`config.mk`:
```
export PLATFORM = sky130hd
export DESIGN_NAME = sensor_alarm_ctrl
export DESIGN_NICKNAME = d
export VERILOG_FILES = /design/src/rtl/sensor_alarm_ctrl.sv
export SDC_FILE = /design/constraint.sdc
export NUM_CORES = 1
export LEC_CHECK = 0
export ABC_AREA = 1
export CAP_MARGIN = 15
export CORE_MARGIN = 2
export CORE_UTILIZATION = 53
export DETAILED_ROUTE_END_ITERATION = 7
export GPL_ROUTABILITY_DRIVEN = 1
export MAX_ROUTING_LAYER = met4
export PLACE_DENSITY_LB_ADDON = 0.05
export SLEW_MARGIN = 10
export SYNTH_ARGS = -nofsm -noshare
export SYNTH_HDL_FRONTEND = slang
export SYNTH_SLANG_ARGS = --single-unit
```
`constraint.sdc`:
```
create_clock -name clk -period 1.7 [get_ports clk]
set_input_delay 0.51 -clock clk [delete_from_list [all_inputs] [get_ports clk]]
set_output_delay 0.51 -clock clk [all_outputs]
set_load 0.02 [all_outputs]
```
`src/rtl/sensor_alarm_ctrl.sv`:
```
// N-channel sensor qualifier and buzzer alarm sequencer.
// A sensor must stay high for DEBOUNCE_LEN enabled samples before its buzzer fires for ALARM_LEN cycles.
module sensor_alarm_ctrl #(
    parameter int N_CH         = 3,
    parameter int DEBOUNCE_LEN = 7,
    parameter int ALARM_LEN    = 31,
    parameter int PULSE_MODE   = 0,
    parameter int BEEP_HALF    = 4,
    localparam int CH_W        = (N_CH > 1) ? $clog2(N_CH) : 1
) (
    input  logic            clk,
    input  logic            rst_n,
    input  logic            ena,
    input  logic [N_CH-1:0] sensor,
    input  logic            ack,
    input  logic            evt_clr,
    output logic [N_CH-1:0] buzz,
    output logic            active,
    output logic [CH_W-1:0] chan,
    output logic [N_CH-1:0] evt
);

    localparam int DB_W = $clog2(DEBOUNCE_LEN + 1);
    localparam int AL_W = $clog2(ALARM_LEN + 1);
    localparam int BH_W = $clog2(BEEP_HALF + 1);
    localparam logic [DB_W-1:0] DB_LAST = DB_W'(DEBOUNCE_LEN);
    localparam logic [AL_W-1:0] AL_LAST = AL_W'(ALARM_LEN);
    localparam logic [BH_W-1:0] BH_LAST = BH_W'(BEEP_HALF);

    typedef enum logic [1:0] {IDLE, QUAL, ALARM} state_t;

    state_t          state_reg, state_next;
    logic [CH_W-1:0] cand_reg, cand_next;
    logic [CH_W-1:0] chan_reg, chan_next;
    logic [DB_W-1:0] dbcnt_reg, dbcnt_next;
    logic [AL_W-1:0] alcnt_reg, alcnt_next;
    logic [BH_W-1:0] tone_cnt_reg, tone_cnt_next;
    logic            tone_on_reg, tone_on_next;
    logic [N_CH-1:0] buzz_reg, buzz_next;
    logic [N_CH-1:0] evt_reg, evt_next;
    logic            active_reg, active_next;
    logic [N_CH-1:0] cand_onehot;
    logic [CH_W-1:0] sel;
    logic            any;
    logic            alarm_enter, alarm_exit;

    // Lowest-index high sensor wins.
    always_comb begin
        sel = '0;
        for (int i = N_CH - 1; i >= 0; i--) begin
            if (sensor[i]) sel = CH_W'(i);
        end
    end

    assign any = |sensor;

    always_ff @(posedge clk or negedge rst_n) begin
        if (!rst_n) begin
            state_reg    <= IDLE;
            cand_reg     <= '0;
            chan_reg     <= '0;
            dbcnt_reg    <= '0;
            alcnt_reg    <= '0;
            tone_cnt_reg <= '0;
            tone_on_reg  <= 1'b0;
            buzz_reg     <= '0;
            evt_reg      <= '0;
            active_reg   <= 1'b0;
        end else if (ena) begin
            state_reg    <= state_next;
            cand_reg     <= cand_next;
            chan_reg     <= chan_next;
            dbcnt_reg    <= dbcnt_next;
            alcnt_reg    <= alcnt_next;
            tone_cnt_reg <= tone_cnt_next;
            tone_on_reg  <= tone_on_next;
            buzz_reg     <= buzz_next;
            evt_reg      <= evt_next;
            active_reg   <= active_next;
        end
    end

    always_comb begin
        state_next    = state_reg;
        cand_next     = cand_reg;
        dbcnt_next    = dbcnt_reg;
        alcnt_next    = alcnt_reg;
        tone_cnt_next = tone_cnt_reg;
        tone_on_next  = tone_on_reg;
        alarm_enter   = 1'b0;
        alarm_exit    = 1'b0;
        case (state_reg)
            IDLE: begin
                if (any) begin
                    cand_next = sel;
                    if (DEBOUNCE_LEN == 1) begin
                        alarm_enter = 1'b1;
                    end else begin
                        dbcnt_next = DB_W'(1);
                        state_next = QUAL;
                    end
                end
            end
            QUAL: begin
                if (!any) begin
                    dbcnt_next = '0;
                    state_next = IDLE;
                end else if (sel != cand_reg) begin
                    cand_next  = sel;
                    dbcnt_next = DB_W'(1);
                end else if (dbcnt_reg + DB_W'(1) == DB_LAST) begin
                    alarm_enter = 1'b1;
                end else begin
                    dbcnt_next = dbcnt_reg + DB_W'(1);
                end
            end
            ALARM: begin
                // Sensors are ignored here; only timeout or ack ends the alarm.
                if (alcnt_reg == AL_LAST || ack) begin
                    alarm_exit    = 1'b1;
                    alcnt_next    = '0;
                    tone_cnt_next = '0;
                    state_next    = IDLE;
                end else begin
                    alcnt_next = alcnt_reg + AL_W'(1);
                    if (tone_cnt_reg == BH_LAST) begin
                        tone_cnt_next = BH_W'(1);
                        tone_on_next  = !tone_on_reg;
                    end else begin
                        tone_cnt_next = tone_cnt_reg + BH_W'(1);
                    end
                end
            end
            default: state_next = IDLE;
        endcase
        if (alarm_enter) begin
            state_next    = ALARM;
            dbcnt_next    = '0;
            alcnt_next    = AL_W'(1);
            tone_cnt_next = BH_W'(1);
            tone_on_next  = 1'b1;
        end
    end

    always_comb begin
        cand_onehot = N_CH'(1) << cand_next;
        buzz_next   = buzz_reg;
        active_next = active_reg;
        chan_next   = (state_next == IDLE) ? chan_reg : cand_next;
        if (alarm_enter) begin
            buzz_next   = cand_onehot;
            active_next = 1'b1;
        end else if (alarm_exit) begin
            buzz_next   = '0;
            active_next = 1'b0;
        end else if (state_reg == ALARM && PULSE_MODE != 0) begin
            buzz_next = tone_on_next ? cand_onehot : '0;
        end
    end

    // A flag set on the alarm-entry edge beats a simultaneous clear.
    genvar gi;
    generate
        for (gi = 0; gi < N_CH; gi++) begin : g_evt
            assign evt_next[gi] = (alarm_enter && cand_onehot[gi]) ? 1'b1 :
                                  (evt_clr ? 1'b0 : evt_reg[gi]);
        end
    endgenerate

    assign buzz   = buzz_reg;
    assign active = active_reg;
    assign chan   = chan_reg;
    assign evt    = evt_reg;

endmodule

```
======== After elaboration in Yosys (flattened, before gate mapping) ========
Cells that the tools add are included.
operators by class
  $add $sub $neg .......................... 2
  multipliers ............................. 0
  divide/modulo/power cells ............... 0
  order comparisons ....................... 0
  equality and inequality tests ........... 7
  shift-type cells ........................ 1
  mux-type cells .......................... 35
  bitwise logic cells ..................... 1
  reductions and logical operators ........ 20
operator list
  cell                                                 number
  two-way mux 3 bit                                    7
  two-way mux 2 bit                                    10
  two-way mux 5 bit                                    3
  two-way mux 1 bit                                    12
  AND reduction 2 bit                                  6
  nonzero test 2 bit                                   5
  case mux 2 bit (3 select lines)                      1
  case mux 3 bit (2 select lines)                      1
  adder 5 x 1 -> 5 bit, second input constant          1
  equality test 5 bit, second input constant           1
  != test 5 bit, second input constant                 1
  logical NOT 2 bit                                    2
  case mux 2 bit (2 select lines)                      1
  AND reduction 4 bit                                  1
  adder 3 x 1 -> 3 bit, second input constant          1
  equality test 3 bit, second input constant           1
  logical AND 1 bit                                    3
  != test 3 bit, second input constant                 1
  nonzero test 3 bit                                   1
  OR reduction 3 bit                                   1
  left shift 1 x 2 -> 3 bit, first input constant      1
  equality test 2 x 1 -> 1 bit, second input constant  1
  equality test 2 bit, second input constant           1
  != test 2 bit                                        1
  2 further kinds                                      2
word-level totals
  register bits ........................... 21
  latch bits .............................. 0
  memory bits (writable) .................. 0
  bits in read-only memories .............. 0
  input port bits ......................... 8
  output and inout port bits .............. 9
  logic and storage cells ................. 76
  memories ................................ 0

======== Logic depth before layout (Yosys ltp) ========
Gate-level depths: netlist of run 1.
  depth in word-level cells ............... 11
  depth in mapped cells ................... 11
  mapped depth without buffers ............ 11

======== Worst setup path after synthesis of run 1 ========
Ideal clock, no wire load.
  kind .................................... register to register
  start point ............................. reg alcnt_reg[0]
  end point ............................... reg chan_reg[0] (netlist: chan[0])
  setup time .............................. 0.117 ns
  data arrival time ....................... 1.491 ns
  required time ........................... 1.583 ns
  setup slack ............................. 0.092 ns
  cell stages (with the launch flop) ...... 10
  buffers on the path ..................... 0
  period minus slack after synthesis ...... 1.608 ns
  cell sequence ........................... dfrtp_1 ha_1 and3_1 ha_1 nor2_1 nand2_1 nand3_1 nand2_1 nand2_1 nand2_1
between the ends
  word-level cells in the longest chain between the ends .. 8
RTL lines
  item                                  line  RTL
  from (decl)                           36    logic [AL_W-1:0] alcnt_reg, alcnt_next;
  from (signal assigned)                74    alcnt_reg <= alcnt_next;
  equality test 5 bit                   119   if (alcnt_reg == AL_LAST || ack) begin
  logical OR 1 bit                      119
  two-way mux 2 bit                     119
  case mux 2 bit (3 select lines)       92    case (state_reg)
  two-way mux 2 bit                     136   if (alarm_enter) begin
  logical NOT 2 bit                     149   chan_next = (state_next == IDLE) ? chan_reg : cand_next;
  NOT 1 bit (no source line)            n/a
  AND reduction 2 bit (no source line)  n/a
  to (signal assigned)                  72    chan_reg <= chan_next;
  to (decl)                             34    logic [CH_W-1:0] chan_reg, chan_next;
Every way passes these cells.
A chain may end at the register's enable or synchronous reset.

======== Final worst setup path of run 1 ========
Ends and elaborated chain as after synthesis.

==> results of run 1 <==
[synthesized netlist by cell type]
cell type	instances
o31ai_1	1
o21ai_1	1
nor2_1	10
inv_1	10
and3_1	1
xnor2_1	1
nand2_1	52
nand2_2	4
nand3b_1	1
a22oi_1	1
nand4_2	1
nand4_1	1
inv_2	3
a21oi_1	2
nand3_1	14
nor3_1	1
nand2_4	3
or2_1	1
nand3_4	1
buf_4	1
dfrtp_1	21
nor2_4	3
nor2_8	1
o21ai_0	5
o221ai_1	1
xor2_1	1
ha_1	4
[routing by layer]
| layer | global-route usage, % | share of wire [%] | vias to the layer above |
|---|---|---|---|
| met1 | 26.0 | 47 | 483 |
| met4 | 9.21 | 2.1 | 0 |
| met2 | 33.5 | 48 | 13 |
| met3 | 3.80 | 3.1 | 6 |
| li1 | - | - | 539 |
| met5 | - | 0 | - |
[worst paths after layout]
path | startpoint | end | cells past startpoint
min | chan[0]$_DFFE_PN0P_ | chan[0]$_DFFE_PN0P_ | 2
min reg2reg | chan[0]$_DFFE_PN0P_ | chan[0]$_DFFE_PN0P_ | 2
max in group asynchronous | rst_n | dbcnt_reg[2]$_DFFE_PN0P_ | 2
max | alcnt_reg[0]$_DFFE_PN0P_ | chan[0]$_DFFE_PN0P_ | 9
min in group asynchronous | rst_n | chan[1]$_DFFE_PN0P_ | 2
max reg2reg | alcnt_reg[0]$_DFFE_PN0P_ | chan[0]$_DFFE_PN0P_ | 9
[worst register-to-register path, cell delays in order (launching register included)]
cell	delay [ns]
dfrtp_1	0.42
ha_2	0.20
and3_1	0.18
ha_1	0.20
nor2_4	0.12
nand2_1	0.08
nand3_2	0.10
nand2_1	0.08
nand2_1	0.06
nand2_1	0.04
[through the flow]
stage	std cells	TNS [ns]	area (um^2)	setup slack [ns]	total power (uW)
after floorplan	146	0	1190	0.0917	650
after global placement	202	-5.08	1480	-0.334	727
after detailed placement	202	-5.57	1480	-0.379	732
after CTS	206	0	1500	0.00923	965
after global routing	207	0	1510	0.00281	1010
final	207	0	1510	0.123	957
[what timing repair did]
action | in CTS | in global routing
pin swaps | 3 | 1
endpoints found under the setup margin | 21 | 10
resized for setup | 14 | 3
buffers inserted | 0 | 1
[cell families after synthesis]
kind of cell | after synthesis | share of synthesized area [%]
buffers and inverters | 14 | 4.73
adder cells (fa/ha/maj) | 4 | 4.21
flip-flops | 21 | 44.2
AO/OA/AOI/OAI | 11 | 5.36
AND/OR/NAND/NOR | 94 | 40.1
XOR/XNOR | 2 | 1.47
[final cells by class]
cell class | instances | area, um^2
Clock buffer | 3 | 22.5
Clock inverter | 1 | 5.00
Fill cell | 189 | 657
Inverter | 13 | 48.8
Multi-Input combinational cell | 111 | 626
Sequential cell | 21 | 526
Tap cell | 28 | 35.0
Timing Repair Buffer | 30 | 250
[power groups by stage]
stage / Sequential, uW / Clock, uW / Combinational [uW]
2_1_floorplan: 554 / 0 / 96.3
3_3_place_gp: 547 / 0 / 180
3_5_place_dp: 548 / 0 / 183
4_1_cts: 538 / 248 / 179
5_1_grt: 541 / 267 / 203
6_report: 538 / 239 / 180
==> flow_summary.toml, run 1 <==
[detailed_routing]
dr.pass1.iters = 4
initialDrtViolationCount = 35
drc = 0
vias_per_cell = 5.03
drt-total-wl_um = 2290
wire_per_inst_um = 11.0
vias = 1041
ant_nets = 0

[setup_path]
crit_chain = "ha_2 -> and3_1 -> ha_1 -> nor2_4 -> nand2_1 -> nand3_2 -> nand2_1 -> nand2_1 -> nand2_1"
crit_buf_inv = 0
rrSetupSlack_ns = 0.12
worstPathRequired_ns = 1.91
crit_path_end_kind = "flop"
cp_max_fo = 4
crit_top_cell = "nand2_1"
crit_arrival_ns = 1.79
critPathLaunchType = "flop"
critPathKind = "flop to flop"
slowest_stage = "dfrtp_1"
slowest_delay_ns = 0.42
crit_family = "simple AND/OR/NAND/NOR gates"

[power]
power_density_nw_per_um2 = 633
pwr-share-clk_pct = 25.0
internal_power_uw = 685
p_comb_share_pct = 18.8
switching_power_uw = 272
peakVddDrop_v = 0.000635
sw_frac_of_total_pct = 28.4
power_leakage_uw = 0.000889
p_seq_share_pct = 56.2

[run_status]
status = "complete, no violations"

[timing]
rsz0062_at_grt = "false"
post-route-period-util_pct = 92.8
min_period_ns = 1.58
maxSlewViolCount = 0
relSlewSlack_pct = 76.2
fin_skew_ns = 0.00588
setup_violations = 0
worst_pin_slew_ns = 0.357
fmax_mhz = 634
hold-worst-slack_ns = 0.484
hold_viol_final = 0

[synth]
ys.warnings.count = 0
synth_seq_cells = 21
synth_top_area_share_pct = 44.2
syn_inst = 146
synth_nets = 158
yosysTopAreaCell = "dfrtp_1"
synth_cell_types = 27
synth.area.top_cells = "dfrtp_1 44%, nand2_1 16%, nand3_1 5.9%"
ys_seq_area_share_pct = 44.2
synth.avg_cell_area_um2 = 8.15
synth_area_um2 = 1190

[finish]
n_antenna_cell = 0
final_util_pct = 69.7
drive_above_1_share_pct = 21.2
largest_register_ffs = 5
final_nets = 192
final_cell_mix = "51 x nand2_1, 21 x dfrtp_1, 14 x buf_4, 13 x nand3_1, 12 x dlygate4sd2_1"
final_common_cell = "nand2_1"
area_growth_pct = 27.1

[global_routing]
track_usage_pct = 20.9
grt_max_degree = 22
grt.overflow.total = 0
grt_pass1_vias = 990
grt_pass1_wl_um = 4010
antenna_found_initial = 0

[clock_network]
clkTransAtPathRegs_ns = 0.12
htreeDepth = 1
clk_latency_ns = 0.30
cts_tree = "done"
clockBufferDepth = 2
cts_buffers = 3
ctsHoldBuffers = 0
cts.sinks = 21
cts.root.buffer_cell = "clkbuf_4"

[placed_design]
dp_hpwl_um = 1780
io_buffers = 16
globalplace.congestion = 0.778

[job]
drv_cap = 0

[hold_path]
hold_class = "flop to flop"

[floorplan]
boundaryPins = 17
rows = 17
start_util_pct = 54.8
fp.dieW_um = 51.4
die_area_um2 = 2640
die_y_um = 51.4
core_area_um2 = 2170
Note: power is estimated with default switching activity, not from simulation.
==> run 2, diff against run 1 <==
Settings changed: CAP_MARGIN 15 to default, CORE_UTILIZATION 53 to 50, SKIP_CTS_REPAIR_TIMING from default to 1.
==> run 2 against run 1 <==
Against the previous run: final cell count stayed put; via count rose by 1.8%; flip-flop and latch count is the same; critical endpoint is now buzz[1]$_DFFE_PN0P_.
==> flow_summary.toml, run 2 (same netlist as run 1, synthesis figures left out) <==
[run_status]
status = "complete, no violations"

[floorplan]
die_area_um2 = 2790
core_area_um2 = 2230
boundaryPins = 17
start_util_pct = 53.3
rows = 17
fp.dieW_um = 52.8
die_y_um = 52.8

[finish]
final_cell_mix = "51 x nand2_1, 21 x dfrtp_1, 14 x buf_4, 13 x nand3_1, 12 x dlymetal6s2s_1"
final_util_pct = 70.6
drive_above_1_share_pct = 21.8
fin_area_um2 = 1580
area_growth_pct = 32.5
largest_register_ffs = 5
final_common_cell = "nand2_1"
stdcell_count = 207
n_antenna_cell = 0
final_nets = 192

[global_routing]
antenna_found_initial = 0
grt_max_degree = 22
grt_pass1_wl_um = 4350
grt_pass1_vias = 1090
grt.overflow.total = 0
track_usage_pct = 21.8

[timing]
worst_pin_slew_ns = 0.301
hold_viol_final = 0
layout_setup_ws_ns = 0.0938
maxSlewViolCount = 0
min_period_ns = 1.61
hold-worst-slack_ns = 0.494
fmax_mhz = 623
relSlewSlack_pct = 79.9
post-route-period-util_pct = 94.5
fin_skew_ns = 0.00234
setup_violations = 0

[placed_design]
dp_hpwl_um = 1940
dp_cells = 203
io_buffers = 16
dpl_cell_area_um2 = 1480
globalplace.congestion = 0.824
dp_slack_ns = -0.391

[clock_network]
clockBufferDepth = 2
cts.root.buffer_cell = "clkbuf_4"
cts_buffers = 3
htreeDepth = 1
clkTransAtPathRegs_ns = 0.12
clk_latency_ns = 0.30
cts.sinks = 21
cts_tree = "done"

[power]
sw_frac_of_total_pct = 29.3
power_density_nw_per_um2 = 621
p_seq_share_pct = 55.2
pwr-share-clk_pct = 24.9
power_leakage_uw = 0.00104
switching_power_uw = 286
peakVddDrop_v = 0.000446
p_comb_share_pct = 19.9
internal_power_uw = 692

[detailed_routing]
drt-total-wl_um = 2580
dr.pass1.iters = 4
vias_per_cell = 5.12
initialDrtViolationCount = 18
ant_nets = 0
drc = 0
wire_per_inst_um = 12.4
vias = 1060

[setup_path]
critPathKind = "flop to flop"
critPathLaunchType = "flop"
crit_path_end_kind = "flop"
worstPathRequired_ns = 1.95
crit_arrival_ns = 1.85
cp_max_fo = 4

[hold_path]
hold_class = "flop to flop"

[job]
drv_cap = 0
[run 2: cell count changes in the layout (fill, tap and decap cells not counted), sizes merged]
cell / change
dlygate4sd2: -12
dlymetal6s2s: +12
[run 2: per-layer routing]
metal  track usage [%]  wire, um  vias up
met5                 -         0        -
met2              36.0      1330       23
met4              9.40        17        0
li1                  -         -      538
met3              2.86        95        2
met1              26.8      1140      497
[run 2: path summary, 6_finish.rpt]
kind | startpoint | to | slack [ns] | cells past startpoint
setup / recovery | alcnt_reg[0]$_DFFE_PN0P_ | buzz[1]$_DFFE_PN0P_ | 0.09 | 10
hold reg to reg | evt[1]$_DFFE_PN0P_ | evt[1]$_DFFE_PN0P_ | 0.49 | 2
max in group asynchronous | rst_n | alcnt_reg[3]$_DFFE_PN0P_ | 0.95 | 2
min in group asynchronous | rst_n | dbcnt_reg[2]$_DFFE_PN0P_ | 0.53 | 2
setup reg to reg | alcnt_reg[0]$_DFFE_PN0P_ | buzz[1]$_DFFE_PN0P_ | 0.09 | 10
hold / removal | evt[1]$_DFFE_PN0P_ | evt[1]$_DFFE_PN0P_ | 0.49 | 2
[run 2: final cells by class]
class                   instances  area (um^2)
repair buffers                 30          295
clock inverters                 1         5.00
fillers                       183          657
clock buffers                   3         22.5
inverters                      13         48.8
multi-input cells             111          644
well taps                      28         35.0
flip-flops and latches         21          526
[run 2: power groups by stage]
stage                     sequential [uW]  clock (uW)  combinational (uW)
after global routing                  543         270                 218
after global placement                548           0                 185
final                                 540         244                 194
after CTS                             540         248                 191
after floorplan                       554           0                96.3
after detailed placement              550           0                 190
[run 2: stage by stage]
stage | TNS [ns] | total power, uW
6_report | 0 | 978
5_1_grt | -0.0636 | 1030
4_1_cts | -1.35 | 979
3_5_place_dp | -6.14 | 740
3_3_place_gp | -4.79 | 733
2_1_floorplan | 0 | 650
[run 2: worst max-delay path, cell delays in order (launching register included)]
cell and delay, ns:
dfrtp_1 0.40, ha_2 0.20, and3_1 0.18, ha_1 0.21
nor2_4 0.13, inv_1 0.08, nand2_1 0.06, nand2_1 0.05
nand2_1 0.12, nand2_1 0.07, nand2_1 0.06
==> run 3, diff against run 2 <==
Settings changed: CORE_UTILIZATION 50 to 53.
==> run 3 against run 2 <==
Against the previous run: sequential power about the same; final cell count increased by 0.48%; register-to-register slack improved by 0.03 ns; first-iteration DRC count decreased by 17%; die area decreased by 5.3%; via count decreased by 2.4%; power decreased by 0.99%; clock power decreased by 3%; global-route usage decreased by 0.95 points; largest cell class unchanged.
==> flow_summary.toml, run 3 (same netlist as run 1, synthesis figures left out) <==
[run_status]
status = "complete, no violations"

[clock_network]
cts_buffers = 3
cts_tree = "done"
cts.sinks = 21
clk_latency_ns = 0.30
clockBufferDepth = 2
cts.root.buffer_cell = "clkbuf_4"
clkTransAtPathRegs_ns = 0.12
htreeDepth = 1

[timing]
worst_pin_slew_ns = 0.341
fmax_mhz = 635
min_period_ns = 1.58
setup_violations = 0
fin_skew_ns = 0.00327
post-route-period-util_pct = 92.7
hold_viol_final = 0
rsz0062_at_grt = "false"
relSlewSlack_pct = 77.3
maxSlewViolCount = 0

[floorplan]
die_area_um2 = 2640
rows = 17
fp.dieW_um = 51.4
boundaryPins = 17
start_util_pct = 54.8
core_area_um2 = 2170
die_y_um = 51.4

[setup_path]
cp_max_fo = 4
rrSetupSlack_ns = 0.12
critPathKind = "flop to flop"
crit_arrival_ns = 1.78
worstPathRequired_ns = 1.91
critPathLaunchType = "flop"
reg2regPathDepth = 9
crit_path_end_kind = "flop"

[detailed_routing]
vias_per_cell = 4.98
dr.pass1.iters = 3
wire_per_inst_um = 11.1
vias = 1035
ant_nets = 0
drt-total-wl_um = 2310
drc = 0
initialDrtViolationCount = 15

[global_routing]
antenna_found_initial = 0
grt_pass1_vias = 991
grt_max_degree = 22
grt.overflow.total = 0
track_usage_pct = 20.9
grt_pass1_wl_um = 4000

[finish]
n_antenna_cell = 0
final_nets = 193
area_growth_pct = 32.7
multi_input_area_um2 = 639
final_util_pct = 72.8
drive_above_1_share_pct = 22.2
fillers = 177
final_common_cell = "nand2_1"
largest_register_ffs = 5
seq_area_um2 = 526
final_cell_mix = "51 x nand2_1, 21 x dfrtp_1, 15 x buf_4, 12 x nand3_1, 12 x dlymetal6s2s_1"
fin_area_um2 = 1580

[placed_design]
io_buffers = 16
globalplace.congestion = 0.778
dpl_cell_area_um2 = 1480
dp_hpwl_um = 1780

[power]
pwr-share-clk_pct = 24.4
peakVddDrop_v = 0.000630
p_seq_share_pct = 55.5
power_leakage_uw = 0.00104
switching_power_uw = 274
power_density_nw_per_um2 = 613
p_comb_share_pct = 20.1
sw_frac_of_total_pct = 28.3
internal_power_uw = 695

[hold_path]
hold_class = "flop to flop"
whs_path_depth = 2

[job]
drv_cap = 0
## run 3: changes by cell type in the layout (fill, tap and decap cells not counted), sizes merged
cell  previous run  this run
buf             14        15
## run 3: worst paths after layout
kind | startpoint | to
worst max-delay path | alcnt_reg[0]$_DFFE_PN0P_ | chan[0]$_DFFE_PN0P_
worst min-delay path | buzz[0]$_DFFE_PN0P_ | buzz[0]$_DFFE_PN0P_
worst max register to register | alcnt_reg[0]$_DFFE_PN0P_ | chan[0]$_DFFE_PN0P_
worst min register to register | buzz[0]$_DFFE_PN0P_ | buzz[0]$_DFFE_PN0P_
max in group asynchronous | rst_n | dbcnt_reg[2]$_DFFE_PN0P_
min in group asynchronous | rst_n | chan[1]$_DFFE_PN0P_
## run 3: through the flow
stage,hold WS [ns],setup TNS (ns),worst slack (ns),total power [uW],cells
5_1_grt,0.511,0,0.00813,1030,208
6_report,0.485,0,0.125,969,208
3_5_place_dp,0.464,-5.57,-0.379,732,202
2_1_floorplan,0.214,0,0.0917,650,146
4_1_cts,0.497,-1.41,-0.122,971,206
3_3_place_gp,0.459,-5.08,-0.334,727,202
## run 3: power groups by stage
stage / sequential (uW) / combinational, uW / clock, uW
2_1_floorplan: 554 / 96.3 / 0
3_3_place_gp: 547 / 180 / 0
3_5_place_dp: 548 / 183 / 0
4_1_cts: 539 / 185 / 248
5_1_grt: 541 / 219 / 267
6_report: 538 / 194 / 237
## run 3: worst max-delay path: stages (launching register included)
cell,delay (ns)
dfrtp_1,0.41
ha_2,0.20
and3_1,0.18
ha_1,0.20
nor2_4,0.12
nand2_1,0.08
nand3_2,0.10
nand2_1,0.07
nand2_1,0.06
nand2_1,0.05
## run 3: per-layer routing
metal | vias to the layer above | GRT usage, % | share of wire, %
li1 | 540 | - | -
met5 | - | - | 0
met1 | 478 | 25.8 | 47
met4 | 0 | 9.21 | 2.2
met3 | 6 | 3.80 | 2.8
met2 | 11 | 33.5 | 48
## run 3: layout make-up
cell class	count	area share, %
multi-input cells	111	40.5
flip-flops and latches	21	33.3
well taps	28	2.22
clock buffers	3	1.43
clock inverters	1	0.317
repair buffers	31	19.2
inverters	13	3.09
